`src/rtl/oflow_cr_scheduler_if.sv`:
```
// Score board port used by the conflict-resolve scheduler:
// CR read port plus pointer-write port.
interface oflow_cr_scheduler_if #(
    parameter int ROW_LEN   = 3,
    parameter int ID_LEN    = 12,
    parameter int SCORE_LEN = 16
);
    logic [ROW_LEN-1:0]   row_sel_from_cr;
    logic [SCORE_LEN-1:0] score_to_cr;
    logic [ID_LEN-1:0]    id_to_cr;
    logic                 write_to_pointer;
    logic [ROW_LEN-1:0]   row_to_change;
    logic                 data_from_cr;

    modport master (
        output row_sel_from_cr,
        output write_to_pointer,
        output row_to_change,
        output data_from_cr,
        input  score_to_cr,
        input  id_to_cr
    );

    modport slave (
        input  row_sel_from_cr,
        input  write_to_pointer,
        input  row_to_change,
        input  data_from_cr,
        output score_to_cr,
        output id_to_cr
    );
endinterface

```
`src/rtl/oflow_cr_scheduler.sv`:
```
// Conflict-resolve scheduler: repeated pairwise ID collision passes,
// flipping the losing row to its second choice until a pass is clean.
module oflow_cr_scheduler #(
    parameter int MAX_ROWS  = 8,
    parameter int ROW_LEN   = 3,
    parameter int ID_LEN    = 12,
    parameter int SCORE_LEN = 16
) (
    input  logic                 clk,
    input  logic                 reset,
    input  logic                 start_cr,
    input  logic [ROW_LEN:0]     num_rows,
    output logic                 busy_cr,
    output logic                 done_cr,
    output logic                 unresolved_valid,
    output logic [ROW_LEN-1:0]   unresolved_row,
    oflow_cr_scheduler_if.master sb
);
    typedef enum logic [2:0] {
        IDLE, LOAD_I, CMP, WRITE, PASS_END, DONE
    } state_t;

    localparam logic [ROW_LEN:0] ONE  = (ROW_LEN+1)'(1);
    localparam logic [ROW_LEN:0] MAXN = (ROW_LEN+1)'(MAX_ROWS);

    state_t               state;
    state_t               adv_state;
    logic [ROW_LEN:0]     n, i, j;
    logic [ROW_LEN:0]     i_nxt, j_nxt, n_m1;
    logic [ROW_LEN:0]     adv_i, adv_j;
    logic [ROW_LEN-1:0]   adv_sel;
    logic [ROW_LEN:0]     n_clamped;
    logic [ID_LEN-1:0]    id_i;
    logic [SCORE_LEN-1:0] score_i;
    logic [MAX_ROWS-1:0]  ptr_shadow;
    logic                 changed;
    logic [ROW_LEN-1:0]   loser, loser_c;
    logic                 conflict;

    assign n_clamped = (num_rows > MAXN) ? MAXN : num_rows;
    assign i_nxt     = i + ONE;
    assign j_nxt     = j + ONE;
    assign n_m1      = n - ONE;
    assign conflict  = (id_i != '0) && (sb.id_to_cr == id_i);
    // Higher score loses; a tie goes against row j.
    assign loser_c   = (sb.score_to_cr < score_i) ? i[ROW_LEN-1:0]
                                                  : j[ROW_LEN-1:0];

    // Where the scan goes after finishing with the current (i, j) pair.
    always_comb begin
        adv_state = CMP;
        adv_i     = i;
        adv_j     = j_nxt;
        adv_sel   = j_nxt[ROW_LEN-1:0];
        if (j_nxt == n) begin
            adv_j = j;
            if (i_nxt == n_m1) begin
                adv_state = PASS_END;
                adv_sel   = '0;
            end else begin
                adv_state = LOAD_I;
                adv_i     = i_nxt;
                adv_sel   = i_nxt[ROW_LEN-1:0];
            end
        end
    end

    always_ff @(posedge clk) begin
        if (reset) begin
            state               <= IDLE;
            n                   <= '0;
            i                   <= '0;
            j                   <= '0;
            id_i                <= '0;
            score_i             <= '0;
            ptr_shadow          <= '0;
            changed             <= 1'b0;
            loser               <= '0;
            busy_cr             <= 1'b0;
            done_cr             <= 1'b0;
            unresolved_valid    <= 1'b0;
            unresolved_row      <= '0;
            sb.row_sel_from_cr  <= '0;
            sb.write_to_pointer <= 1'b0;
            sb.row_to_change    <= '0;
            sb.data_from_cr     <= 1'b0;
        end else begin
            done_cr             <= 1'b0;
            unresolved_valid    <= 1'b0;
            sb.row_sel_from_cr  <= '0;
            sb.write_to_pointer <= 1'b0;
            sb.row_to_change    <= '0;
            sb.data_from_cr     <= 1'b0;
            unique case (state)
                IDLE: begin
                    if (start_cr) begin
                        n          <= n_clamped;
                        i          <= '0;
                        changed    <= 1'b0;
                        ptr_shadow <= '0;
                        busy_cr    <= 1'b1;
                        if (n_clamped <= ONE) begin
                            state   <= DONE;
                            done_cr <= 1'b1;
                        end else begin
                            state <= LOAD_I;
                        end
                    end
                end
                LOAD_I: begin
                    id_i               <= sb.id_to_cr;
                    score_i            <= sb.score_to_cr;
                    j                  <= i_nxt;
                    sb.row_sel_from_cr <= i_nxt[ROW_LEN-1:0];
                    state              <= CMP;
                end
                CMP: begin
                    if (conflict && !ptr_shadow[loser_c]) begin
                        loser               <= loser_c;
                        state               <= WRITE;
                        sb.write_to_pointer <= 1'b1;
                        sb.row_to_change    <= loser_c;
                        sb.data_from_cr     <= 1'b1;
                    end else begin
                        if (conflict) begin
                            unresolved_valid <= 1'b1;
                            unresolved_row   <= loser_c;
                        end
                        state              <= adv_state;
                        i                  <= adv_i;
                        j                  <= adv_j;
                        sb.row_sel_from_cr <= adv_sel;
                    end
                end
                WRITE: begin
                    ptr_shadow[loser] <= 1'b1;
                    changed           <= 1'b1;
                    // Row i now carries a new ID, so it is reloaded.
                    if (loser == i[ROW_LEN-1:0]) begin
                        state              <= LOAD_I;
                        sb.row_sel_from_cr <= i[ROW_LEN-1:0];
                    end else begin
                        state              <= adv_state;
                        i                  <= adv_i;
                        j                  <= adv_j;
                        sb.row_sel_from_cr <= adv_sel;
                    end
                end
                PASS_END: begin
                    if (changed) begin
                        changed <= 1'b0;
                        i       <= '0;
                        state   <= LOAD_I;
                    end else begin
                        state   <= DONE;
                        done_cr <= 1'b1;
                    end
                end
                DONE: begin
                    state   <= IDLE;
                    busy_cr <= 1'b0;
                end
                default: state <= IDLE;
            endcase
        end
    end
endmodule
```
`src/flat_wrapper.sv`:
```
// flat-port wrapper written by rule: the top's interface ports become plain ports
module oflow_cr_scheduler_flat 
#(
    parameter int MAX_ROWS  = 8,
    parameter int ROW_LEN   = 3,
    parameter int ID_LEN    = 12,
    parameter int SCORE_LEN = 16
)
  (clk, reset, start_cr, num_rows, busy_cr, done_cr, unresolved_valid, unresolved_row, sb_row_sel_from_cr, sb_write_to_pointer, sb_row_to_change, sb_data_from_cr, sb_score_to_cr, sb_id_to_cr);
  oflow_cr_scheduler_if #(.ROW_LEN(ROW_LEN), .ID_LEN(ID_LEN), .SCORE_LEN(SCORE_LEN)) sb_i ();
  input  logic clk;
  input  logic reset;
  input  logic start_cr;
  input  logic [ROW_LEN:0] num_rows;
  output logic busy_cr;
  output logic done_cr;
  output logic unresolved_valid;
  output logic [ROW_LEN-1:0] unresolved_row;
  output wire logic [$bits(sb_i.row_sel_from_cr)-1:0] sb_row_sel_from_cr;
  output wire logic [$bits(sb_i.write_to_pointer)-1:0] sb_write_to_pointer;
  output wire logic [$bits(sb_i.row_to_change)-1:0] sb_row_to_change;
  output wire logic [$bits(sb_i.data_from_cr)-1:0] sb_data_from_cr;
  input wire logic [$bits(sb_i.score_to_cr)-1:0] sb_score_to_cr;
  input wire logic [$bits(sb_i.id_to_cr)-1:0] sb_id_to_cr;
  assign sb_row_sel_from_cr = sb_i.row_sel_from_cr;
  assign sb_write_to_pointer = sb_i.write_to_pointer;
  assign sb_row_to_change = sb_i.row_to_change;
  assign sb_data_from_cr = sb_i.data_from_cr;
  assign sb_i.score_to_cr = sb_score_to_cr;
  assign sb_i.id_to_cr = sb_id_to_cr;
  oflow_cr_scheduler #(.MAX_ROWS(MAX_ROWS), .ROW_LEN(ROW_LEN), .ID_LEN(ID_LEN), .SCORE_LEN(SCORE_LEN)) u_core (.clk(clk), .reset(reset), .start_cr(start_cr), .num_rows(num_rows), .busy_cr(busy_cr), .done_cr(done_cr), .unresolved_valid(unresolved_valid), .unresolved_row(unresolved_row), .sb(sb_i));
endmodule
```
`config.mk`:
```
export PLATFORM = sky130hd
export DESIGN_NAME = oflow_cr_scheduler_flat
export DESIGN_NICKNAME = d
export VERILOG_FILES = /design/src/rtl/oflow_cr_scheduler_if.sv /design/src/rtl/oflow_cr_scheduler.sv /design/src/flat_wrapper.sv
export SDC_FILE = /design/constraint.sdc
export NUM_CORES = 1
export LEC_CHECK = 0
export ABC_AREA = 1
export CORE_AREA = 8 8 92 94
export CTS_CLUSTER_SIZE = 28
export DETAILED_ROUTE_END_ITERATION = 10
export DIE_AREA = 0 0 100 102
export GPL_ROUTABILITY_DRIVEN = 1
export PLACE_DENSITY = 0.74
export SYNTH_ARGS = -nofsm -noshare
export SYNTH_HDL_FRONTEND = slang
export SYNTH_SLANG_ARGS = --single-unit
```
`constraint.sdc`:
```
create_clock -name clk -period 2.65 [get_ports clk]
set_input_delay 0.53 -clock clk [delete_from_list [all_inputs] [get_ports clk]]
set_output_delay 0.53 -clock clk [all_outputs]
set_load 0.03 [all_outputs]
```
# Word-level counts from Yosys, hierarchy flattened
# Cells that the tools add are included.
# op_classes
addsub	3
magnitude_cmp	6
n_eq_ne	13
n_mux	42
bitwise_logic	3
reduce_logical	22
# op_table
op	n
$mux W4	10
$mux W3	12
$lt A16 B16 Y1	1
$pmux W4 S4	1
$pmux W8 S2	1
$pmux W3 S5	1
$eq A12 B12 Y1	1
$pmux W4 S3	1
$reduce_bool A12 Y1	1
$reduce_and A2 Y1	5
$mux W1	9
$pmux W3 S3	1
$add A4 B1 Y4 const B	2
$eq A4 B4 Y1	2
$lt A3 B4 Y1 const B	2
$mux W8	1
$or A8 B8 Y8	1
$eq A3 B2 Y1 const B	2
$eq A3 B3 Y1 const B	2
$ne A2 B2 Y1 const B	3
$reduce_and A3 Y1	2
$reduce_bool A3 Y1	2
$reduce_or A3 Y1	2
$reduce_and A5 Y1	1
18 further kinds	23
# totals
regBits	68
in_bits	35
output_inout_bits	14
word_cells	105

# Longest topological paths before layout
# Gate-level depths: netlist of run 1.
# logic_depth
word_depth	8
ltp_mapped	22
ltp_nobuf	22

# Worst setup path after synthesis of run 1
# No wires, ideal clock.
# synth_timing
path_kind	in2reg
start	in sb_score_to_cr[11]
end	reg u_core.sb.row_sel_from_cr[1]
setup_time_ns	0.071
arrival_time_ns	2.278
required_time_ns	2.579
setup_slack_ns	0.301
cell_stages	15
n_path_buf	0
path_cell_list	ha_1 > nand2_1 > clkinv_1 > o21ai_1 > a21oi_1 > nor2_2 > nand3_1 > nand2_2 > nand2_1 > nand3_1 > nand3_2 > nand3_2 > nand2_1 > or2_1 > a21oi_1
# synth_between
elab_chain_len	8
# synth_lines
item	line_no	rtl
start, declared	flat_wrapper.sv:23	input wire logic [$bits(sb_i.score_to_cr)-1:0] sb_score_to_cr;
$lt A16 B16 Y1	oflow_cr_scheduler.sv:46	assign loser_c = (sb.score_to_cr < score_i) ? i[ROW_LEN-1:0]
$mux W3	oflow_cr_scheduler.sv:46	
$bmux W1 S3	oflow_cr_scheduler.sv:118	if (conflict && !ptr_shadow[loser_c]) begin
$mux W1 (not written as such)	oflow_cr_scheduler.sv:118	
$logic_not A1 Y1	oflow_cr_scheduler.sv:118	
$logic_and A1 B1 Y1	oflow_cr_scheduler.sv:118	
$mux W3	oflow_cr_scheduler.sv:118	
$pmux W3 S3	oflow_cr_scheduler.sv:94	unique case (state)
end signal, assigned	oflow_cr_scheduler.sv:114	sb.row_sel_from_cr <= i_nxt[ROW_LEN-1:0];
end signal, assigned	oflow_cr_scheduler.sv:132	sb.row_sel_from_cr <= adv_sel;
end signal, assigned	oflow_cr_scheduler.sv:141	sb.row_sel_from_cr <= i[ROW_LEN-1:0];
end, declared	oflow_cr_scheduler_if.sv:16	output row_sel_from_cr,
# Every way passes these cells. The select of a mux whose other input is x is not followed.
# A chain may end at the register's enable or synchronous reset.

# Worst setup path after layout of run 1
# layout_timing
start	reg u_core.j[0]
end	reg u_core.i[0]
# layout_between
elab_chain_len	7
word_cells_on_any_way	13
classes_between	1 x add/sub; 2 x eq/ne; 7 x mux; 3 x reduce/logical
# layout_lines
item	line_no	rtl
start, declared	oflow_cr_scheduler.sv:28	logic [ROW_LEN:0] n, i, j;
start signal, assigned	oflow_cr_scheduler.sv:113	j <= i_nxt;
start signal, assigned	oflow_cr_scheduler.sv:131	j <= adv_j;
start signal, assigned	oflow_cr_scheduler.sv:145	j <= adv_j;
parallel branches: the longest is 7 deep, another holds $add A4 B1 Y4	--	
end signal, assigned	oflow_cr_scheduler.sv:130	i <= adv_i;
end signal, assigned	oflow_cr_scheduler.sv:144	i <= adv_i;
end, declared	oflow_cr_scheduler.sv:28	
# Parallel ways; which one is timed is not known. The select of a mux whose other input is x is not followed.

==> results of run 1 <==
## flip-flops by register name (all words and copies together), names as in the netlist
name and flops:
u_core.state 3, u_core.i 4, u_core.unresolved_row 3, u_core.n 4, u_core.changed 1, u_core.busy_cr 1, u_core.j 4, u_core.unresolved_valid 1
u_core.score_i 16, u_core.sb.row_to_change 3, u_core.ptr_shadow 8, u_core.id_i 12, u_core.done_cr 1, u_core.sb.row_sel_from_cr 3, u_core.sb.write_to_pointer 1, u_core.loser 3
## power breakdown
| group | switching [W] | internal, W | total [W] |
|---|---|---|---|
| sequential | 0.000166 | 0.00124 | 0.00140 |
| combinational | 0.00141 | 0.000959 | 0.00237 |
| clock | 0.000402 | 0.000426 | 0.000829 |
| total | 0.00198 | 0.00262 | 0.00460 |
## path summary, 6_finish.rpt
| kind | start | end | slack (ps) | cells after the start |
|---|---|---|---|---|
| setup / recovery | u_core.j[0] | u_core.i[0] | 200 | 14 |
| hold / removal | u_core.ptr_shadow[0] | u_core.ptr_shadow[0] | 450 | 2 |
| setup reg to reg | u_core.j[0] | u_core.i[0] | 200 | 14 |
| hold reg to reg | u_core.ptr_shadow[0] | u_core.ptr_shadow[0] | 450 | 2 |
## repair_timing
item,in CTS,in global routing
endpoints found under the hold margin,0,0
gates resized for setup,23,46
gates cloned,1,0
endpoints found under the setup margin,11,25
buffers inserted,5,2
pin swaps,13,26
## worst max-delay path, delay by kind of cell (launching register included)
family,cells,cell delay (ps)
AO/OA/AOI/OAI,1,120
XOR/XNOR,2,410
adder cells (fa/ha/maj),1,270
buffers and inverters,3,160
flip-flops,1,420
AND/OR/NAND/NOR,7,1010
## stage by stage
| step | std cells | area [sq um] | total power (W) | setup slack [ps] |
|---|---|---|---|---|
| 2_1_floorplan | 520 | 3740 | 0.00281 | 301 |
| 3_5_place_dp | 673 | 4440 | 0.00338 | -484 |
| 3_3_place_gp | 673 | 4440 | 0.00332 | -376 |
| 6_report | 696 | 5030 | 0.00460 | 205 |
| 5_1_grt | 696 | 5030 | 0.00493 | 36.3 |
| 4_1_cts | 694 | 4790 | 0.00440 | 5.03 |
## routing by layer
metal | vias to the layer above | GRT usage | routed length [um]
li1 | 1850 | - | -
met1 | 1670 | 0.216 | 4210
met2 | 108 | 0.329 | 4620
met3 | 22 | 0.0456 | 552
met4 | 0 | 0.0942 | 270
met5 | - | 0 | 0
## cells by family after synthesis
group	after synthesis	share of synthesized area
adder cells (fa/ha/maj)	18	0.0602
buffers and inverters	103	0.105
AO/OA/AOI/OAI	110	0.156
flip-flops	68	0.364
XOR/XNOR	24	0.0602
AND/OR/NAND/NOR	197	0.255
## final cells by class
type,instances,area share
well taps,99,0.0246
repair buffers,76,0.147
multi-input cells,350,0.457
flip-flops and latches,68,0.270
inverters,88,0.0656
clock buffers,10,0.0253
clock inverters,5,0.0107
## placed cells by master, fill, tap and decap left out, types with 2 or more instances in the layout
cell type / instances
nand3_4: 5
xnor2_1: 14
inv_2: 10
nor3_1: 7
nor3_2: 2
buf_6: 4
ha_1: 11
nand2_8: 2
o21ai_2: 2
clkinv_1: 2
ha_4: 7
clkdlybuf4s50_1: 33
inv_1: 76
a21oi_1: 49
nand2_4: 5
a211oi_1: 2
dfxtp_1: 68
a21oi_2: 3
dlymetal6s2s_1: 14
o21ai_0: 38
nand2_1: 72
nand3_2: 10
buf_4: 24
xor2_1: 8
xnor2_2: 2
nor2_1: 40
o22ai_1: 4
clkinv_2: 3
nor2_2: 4
nand2_2: 8
o21ai_1: 4
nand3_1: 13
o21ai_4: 3
or2_1: 2
clkbuf_8: 9
nand4_4: 2
nand4_1: 21
==> metrics.txt, run 1 <==
synth cell count leaders=nand2_1, inv_1, dfxtp_1, a21oi_1, nor2_1; slowest stage cell on the critical path=dfxtp_1; Top FF cell, synth=dfxtp_1; Max Slew Vio Count=0; worst vdd ir=478 uV; antenna viol nets, final=0; n_diodes=0; Reg area=0.00136 sq mm; CP Launch Type=flop; drt first-iter violations=201; top post-synthesis cells by area=dfxtp_1, nand2_1, inv_1; Setup Viol. Count Final=0; post-DP HPWL=7.00 mm; clock root buffer=clkbuf_8; Clock Skew=6.27 ps; Synth top area share=0.364; Starting Density=0.530; area delta synth->final=34.6%; Synth Register Bits=68; Pwr Density=914 mW/mm^2; synth warn=0; fillers=560; syn nets=573; routability cong.=0.902; RSZ-0062 raised after global routing=no; Vias=3650; H-tree depth=3; status=finished clean; Routed WL=9.66 mm; crit path max fanout=6; core area=0.00706 sq mm; Worst-Skew Late Latency=350 ps; initial antenna violation count=0; HP Class=flop to flop; Post-synth EDFFs=0; Worst-path clk slew=70 ps; CTS hold repair buffers=0; layout cells sized above 1=0.183; final core occ=0.713; Setup crit end kind=flop; Mapped Cells=520; CTS Buffer Depth=2; CP arrival=2730 ps; post-synth top area cell=dfxtp_1; post-detailed-route wirelength per cell=13.9 um; Die ar.=0.0102 sq mm; setup TNS=0 ps; GRT overflow=0; DRC Markers=0; Die Ht=102 um; Multi-input gate area=0.00230 sq mm; mapped cell area=0.00374 sq mm; Nets=646; Avg Cell Area, Syn=7.19 sq um; most frequent cell after synthesis=nand2_1; Post-synth ARST share=0; Hold Fails Final Rpt=0; crit path kind=flop to flop; Die Wd=100 um; sequential share of the synthesized area=0.364; max-cap violations=0; global-route wire length before repair=15.7 mm; Rel. slew slack=0.632; DR vias/cell=5.24; crit path time final=2450 ps; Pleak=2.15 nW; # IOs=49; slowest stage delay, CP=420 ps; drt pass-1 iters=5; Critical Path RT=2940 ps; largest net degree at the start of global routing=55; Total GRT Usage=0.191; Synth cell types=37; clock buffer count from CTS=9; crit path cell chain=ha_1, xnor2_1, xor2_1, nor2_1, nand2_4, nor2_2, inv_2, o21ai_2, inv_2, nor3_4, nand3_2, nand2_1, inv_1, nor2_1; CTS tree=done; Sink Count=68; Hold WS=454 ps; row cnt=31; ratio of final minimum period to clock period=0.923; number of global-route vias before repair=3576; Worst-Margin Slew=548 ps; fmax=0.409 GHz; PortBufs=48
Note: power is estimated with default switching activity, not from simulation.
==> inputs of run 2 (changes only) <==
- clock period: 2.65 -> 2.6 ns (I/O delays scaled with it)
==> metrics.txt, run 2 (synthesized netlist as in run 1, its figures left out) <==
Die ar.=0.0102 sq mm (unchanged); Buf/Inv on CP=1 (-2); fmax=0.404 GHz; Nets=647 (+0.15%); crit path time final=2470 ps; DRC Markers=0 (unchanged); design area=0.00505 sq mm (+0.30%); largest net degree at the start of global routing=57 (+3.6%); HP Class=flop to flop; area delta synth->final=35.0%; Pleak=2.16 nW (+0.31%); Placed Area=0.00443 sq mm (-0.17%); drt first-iter violations=157 (-22%); CP arrival=2760 ps (+30 ps); H-tree depth=3 (unchanged); core area=0.00706 sq mm (unchanged); Worst-path clk slew=70 ps (about the same); fillers=565 (+0.89%); Routed WL=9.63 mm (-0.25%); Setup Viol. Count Final=0 (unchanged); slowest stage cell on the critical path=ha_1; row cnt=31 (unchanged); Die Ht=102 um (unchanged); max-cap violations=0 (unchanged); crit path max fanout=8 (+2); Largest Register=u_core.score_i; Worst-Margin Slew=552 ps (+3.80 ps); antenna viol nets, final=0 (unchanged); drt pass-1 iters=4 (-1); post-DP HPWL=6.76 mm (-3.5%); crit path kind=input pin to flop; Largest regs=u_core.score_i (16), u_core.id_i (12), u_core.ptr_shadow (8); global-route wire length before repair=15.9 mm (+1.5%); most frequent cells in the layout=inv_1, nand2_1, dfxtp_1; Pwr Density=961 mW/mm^2 (+5.2%); Worst-Skew Late Latency=350 ps (about the same); status=finished clean; Total GRT Usage=0.196 (+0.00545); CP Launch Type=input pin; post-detailed-route wirelength per cell=13.8 um (-0.53%); Starting Density=0.530 (unchanged); ratio of final minimum period to clock period=0.952; initial antenna violation count=0 (unchanged); Critical Path RT=2890 ps (-50 ps); # IOs=49 (unchanged); GRT overflow=0 (unchanged); number of global-route vias before repair=3582 (+0.17%); Hold Fails Final Rpt=0 (unchanged); routability cong.=0.925 (+2.5%); CTS Buffer Depth=2 (unchanged); slowest stage delay, CP=290 ps (-130 ps); n_diodes=0 (unchanged); crit path cell chain=dlygate4sd2_1, ha_1, a21oi_1, nor2_1, nor3_2, nand2_2, nand2_4, nand2_8, nand2_4, nand3_1, nand3_2, nand3_4, nand3_4, nand2_2, or2_1, a21oi_2; worst vdd ir=468 uV (-2.2%); CTS hold repair buffers=0 (unchanged); clock root buffer=clkbuf_8; clock buffer count from CTS=9 (unchanged); Max Slew Vio Count=0 (unchanged); Die Wd=100 um (unchanged); layout cells sized above 1=0.189 (+0.00607); PortBufs=48 (unchanged); Setup crit end kind=flop; final std cells w/o fill=698 (+0.29%); commonest non-fill, non-tap cell in the layout=inv_1; Vias=3680 (+0.82%); DR vias/cell=5.27 (+0.53%); Largest register FFs=16 (unchanged); Crit path max-delay family=simple AND/OR/NAND/NOR gates; Clock Skew=4.87 ps (-1.41 ps); Sink Count=68 (unchanged); dpl cells=672 (-0.15%); CTS tree=done; Rel. slew slack=0.629 (-0.00255)
-- run 2: cell types whose count changed in the layout (fill, tap and decap cells not counted), sizes merged --
cell | previous run | this run
buf | 28 | 29
bufinv | 1 | 2
clkbuf | 10 | 13
clkinv | 6 | 3
dlygate4sd2 | 1 | 3
dlymetal6s2s | 14 | 12
-- run 2: layout make-up --
type | instances | area [sq um] | share of cell area
Multi-Input combinational cell | 350 | 2270 | 0.450
Sequential cell | 68 | 1360 | 0.270
Timing Repair Buffer | 77 | 736 | 0.146
Inverter | 88 | 330 | 0.0654
Clock buffer | 13 | 159 | 0.0315
Tap cell | 99 | 124 | 0.0245
Clock inverter | 3 | 68.8 | 0.0136
-- run 2: worst reg2reg max path: stages, from the launching register on --
cell and delay (ps):
dfxtp_1 320, inv_1 50, ha_1 300, a21oi_1 150, nor2_1 70, nor3_2 150
nand2_2 100, nand2_4 120, nand2_8 110, nand2_4 100, nand3_1 100, nand3_2 110
nand3_4 120, nand3_4 120, nand2_2 70, or2_1 240, a21oi_2 150
-- run 2: final timing paths --
path	end	from	slack, ps	cells after the start
worst min register to register	u_core.score_i[4]	u_core.score_i[4]	460	2
worst max-delay path	u_core.sb.row_sel_from_cr[1]	sb_score_to_cr[5]	130	16
worst max register to register	u_core.sb.row_sel_from_cr[1]	u_core.score_i[5]	160	16
worst min-delay path	u_core.score_i[4]	u_core.score_i[4]	460	2
-- run 2: through the flow --
step / util / setup WS [ps] / total power (W) / hold WS [ps] / setup TNS (ps)
6_report: 0.715 / 126 / 0.00485 / 462 / 0
5_1_grt: 0.715 / -31.3 / 0.00519 / 479 / -110
4_1_cts: 0.694 / 9.40 / 0.00472 / 461 / 0
3_5_place_dp: 0.628 / -476 / 0.00343 / 450 / -9520
3_3_place_gp: 0.628 / -421 / 0.00338 / 442 / -7490
2_1_floorplan: - / 261 / 0.00287 / 430 / 0
-- run 2: metal layers --
| layer | wire [um] | global-route usage | up-vias |
|---|---|---|---|
| li1 | - | - | 1850 |
| met1 | 4200 | 0.226 | 1679 |
| met2 | 4550 | 0.328 | 121 |
| met3 | 555 | 0.0402 | 30 |
| met4 | 329 | 0.122 | 0 |
| met5 | 0 | 0 | - |
-- run 2: timing repair --
item / 4_1_cts / 5_1_grt
endpoints found under the setup margin: 20 / 25
buffers inserted: 7 / 2
cloned: 1 / 0
endpoints found under the hold margin: 0 / 0
resized for setup: 40 / 30
pin swaps: 29 / 27
-- run 2: power breakdown --
part	internal (W)	switching [W]
logic	0.000971	0.00144
registers	0.00126	0.000171
clock network	0.000595	0.000411
total	0.00283	0.00203
==> inputs of run 3 (changes only) <==
- CELL_PAD_IN_SITES_DETAIL_PLACEMENT: unset -> 1
- CELL_PAD_IN_SITES_GLOBAL_PLACEMENT: unset -> 1
- CORE_AREA: 8 8 92 94 -> 8 8 106 108
- DIE_AREA: 0 0 100 102 -> 0 0 114 116
- PLACE_DENSITY: 0.74 -> 0.75
==> metrics.txt, run 3 (synthesized netlist as in run 1, its figures left out) <==
status=finished clean; Setup crit end kind=flop; global-route wire length before repair=19.4 mm (+22%); worst vdd ir=345 uV (-26%); antenna viol nets, final=0 (unchanged); crit path time final=2520 ps (+44.5 ps); HP Class=flop to flop; Die ar.=0.0132 sq mm (+30%); CP Launch Type=input pin; Rel. slew slack=0.616 (-0.0128); Multi-input gate area=0.00229 sq mm (+0.88%); Max Slew Vio Count=0 (unchanged); # IOs=49 (unchanged); Largest regs=u_core.score_i (16), u_core.id_i (12), u_core.ptr_shadow (8); Flop pwr share=0.292 (-0.003); commonest non-fill, non-tap cell in the layout=inv_1; number of global-route vias before repair=4078 (+14%); GRT overflow=0 (unchanged); post-detailed-route wirelength per cell=16.4 um (+19%); ratio of final minimum period to clock period=0.969 (+0.0171); H-tree depth=3 (unchanged); Die Wd=114 um (+14%); Starting Density=0.392 (-0.138); crit path cell chain=dlygate4sd2_1, ha_1, nand2_1, inv_1, o21ai_2, a21oi_2, nor2_4, nand2_8, nand2_4, nand2_4, nand2_4, nand3_2, nand3_4, nand4_1, or2_4, o21ai_1; FF-to-FF setup slack=130 ps (-30 ps); largest net degree at the start of global routing=57 (unchanged); Worst-Margin Slew=571 ps (+19.0 ps); n_diodes=0 (unchanged); layout cells sized above 1=0.202 (+0.0137); clock buffer count from CTS=9 (unchanged); Largest Register=u_core.score_i; Pleak=2.12 nW (-1.9%); core area=0.00955 sq mm (+35%); Nets=652 (+0.77%); Crit path max-delay family=simple AND/OR/NAND/NOR gates; crit path max fanout=8 (unchanged); PortBufs=48 (unchanged); min-delay src=u_core.score_i[11]; Setup Viol. Count Final=0 (unchanged); slowest stage delay, CP=300 ps (about the same); Int Pwr=0.00270 W (-4.5%); Vias=3783 (+2.8%); hold worst-path end=u_core.score_i[11]; Worst-Skew Late Latency=350 ps (about the same); Die Ht=116 um (+14%); met3 WL=429 um (-23%); clock root buffer=clkbuf_8; drt first-iter violations=205 (+31%); Sink Count=68 (unchanged); Reg area=0.00136 sq mm (unchanged); initial antenna violation count=0 (unchanged); DR top layer=met4; max-cap violations=0 (unchanged); fillers=1213 (+110%); Hold Fails Final Rpt=0 (unchanged); Pwr Total=0.00481 W (-0.92%); final std cells w/o fill=736 (+5.4%); Critical Path RT=2870 ps (-20 ps); worst reg-to-reg path cell count=16 (unchanged); CP startpoint=sb_score_to_cr[9]; drt pass-1 iters=4 (unchanged); switching pwr=0.00211 W (+4.0%); Largest register FFs=16 (unchanged); Hold Crit Depth=2 (unchanged); dpl cells=711 (+5.8%); area delta synth->final=36.1%; post-DP HPWL=8.47 mm (+25%); Buf/Inv on CP=2 (+1); CP dominant cell by count=nand2_4; RR Startpoint=u_core.score_i[9]; crit path kind=input pin to flop; Clock Skew=14.1 ps (+9.22 ps); routability cong.=0.938 (+1.4%); Total GRT Usage=0.185 (-0.0116); slowest stage cell on the critical path=ha_1; row cnt=36 (+16%); CP arrival=2790 ps (+30 ps); fmax=0.397 GHz (-1.8%); combinational power share=0.526 (+0.028); metal2 WL=6.20 mm (+36%); DR vias/cell=5.14 (-2.5%); most frequent cells in the layout=inv_1, dfxtp_1, nand2_1; Routed WL=12.1 mm (+25%); DRC Markers=0 (unchanged); Worst-path clk slew=80 ps (about the same); Pwr Density=944 mW/mm^2 (-1.7%); clock power share=0.183 (-0.024); met1 WL=5.02 mm (+19%); CTS Buffer Depth=2 (unchanged); CTS tree=done; end of the worst register-to-register path=u_core.loser[2]; Sw Ratio=0.438 (+0.0209)
run 3: changes by cell type in the layout (fill, tap and decap cells not counted), sizes merged:
cell	previous run	this run
clkbuf	13	11
clkinv	3	4
bufinv	2	1
inv	86	85
buf	29	34
clkinvlp	0	2
dlygate4sd2	3	9
dlymetal6s2s	12	6
run 3: timing repair:
action / CTS / global route
cloned: 1 / 0
endpoints found under the setup margin: 24 / 24
pin swaps: 29 / 22
gates resized for setup: 35 / 41
hold buffers: 0 / 0
buffers inserted: 8 / 1
run 3: through the flow:
| step | setup WS, ps | TNS [ps] | hold slack (ps) | util | instance area [sq um] |
|---|---|---|---|---|---|
| 6_report | 81.4 | 0 | 461 | 0.533 | 5090 |
| 5_1_grt | -50.8 | -423 | 489 | 0.533 | 5090 |
| 4_1_cts | 1.93 | 0 | 460 | 0.513 | 4900 |
| 3_5_place_dp | -451 | -10300 | 447 | 0.473 | 4510 |
| 3_3_place_gp | -342 | -7900 | 441 | 0.473 | 4510 |
| 2_1_floorplan | 261 | 0 | 430 | - | 3740 |
run 3: power groups by stage:
stage | Clock, W | Sequential (W) | Combinational [W]
after floorplan | 0 | 0.00143 | 0.00144
after global placement | 0 | 0.00141 | 0.00206
after detailed placement | 0 | 0.00142 | 0.00214
after CTS | 0.000903 | 0.00140 | 0.00236
after global routing | 0.000945 | 0.00143 | 0.00280
final | 0.000878 | 0.00140 | 0.00253
run 3: how the worst max path moves through the flow:
stage,depth (start not counted),slack (ps),to
after floorplan,15,260,u_core.sb.row_sel_from_cr[1]
after global placement,17,-340,u_core.i[1]
after detailed placement,17,-450,u_core.j[2]
after CTS,14,2,u_core.loser[0]
after global routing,18,-50,u_core.j[2]
final,16,80,u_core.loser[2]
run 3: worst register-to-register path: stages (launching register included):
cell	delay (ps)
dfxtp_1	320
inv_1	50
ha_1	310
nand2_1	90
inv_1	60
o21ai_2	120
a21oi_2	80
nor2_4	180
nand2_8	130
nand2_4	110
nand2_4	80
nand2_4	70
nand3_2	90
nand3_4	140
nand4_1	150
or2_4	280
o21ai_1	130
run 3: layer usage:
layer,vias to the layer above,GRT usage
li1,1860,-
met1,1816,0.212
met2,77,0.330
met3,30,0.0302
met4,0,0.0825
met5,-,0
run 3: final cells by class:
cell class | instances | area share
Timing Repair Buffer | 82 | 0.147
Sequential cell | 68 | 0.267
Clock inverter | 4 | 0.00983
Clock buffer | 11 | 0.0278
Tap cell | 133 | 0.0327
Inverter | 88 | 0.0649
Multi-Input combinational cell | 350 | 0.450
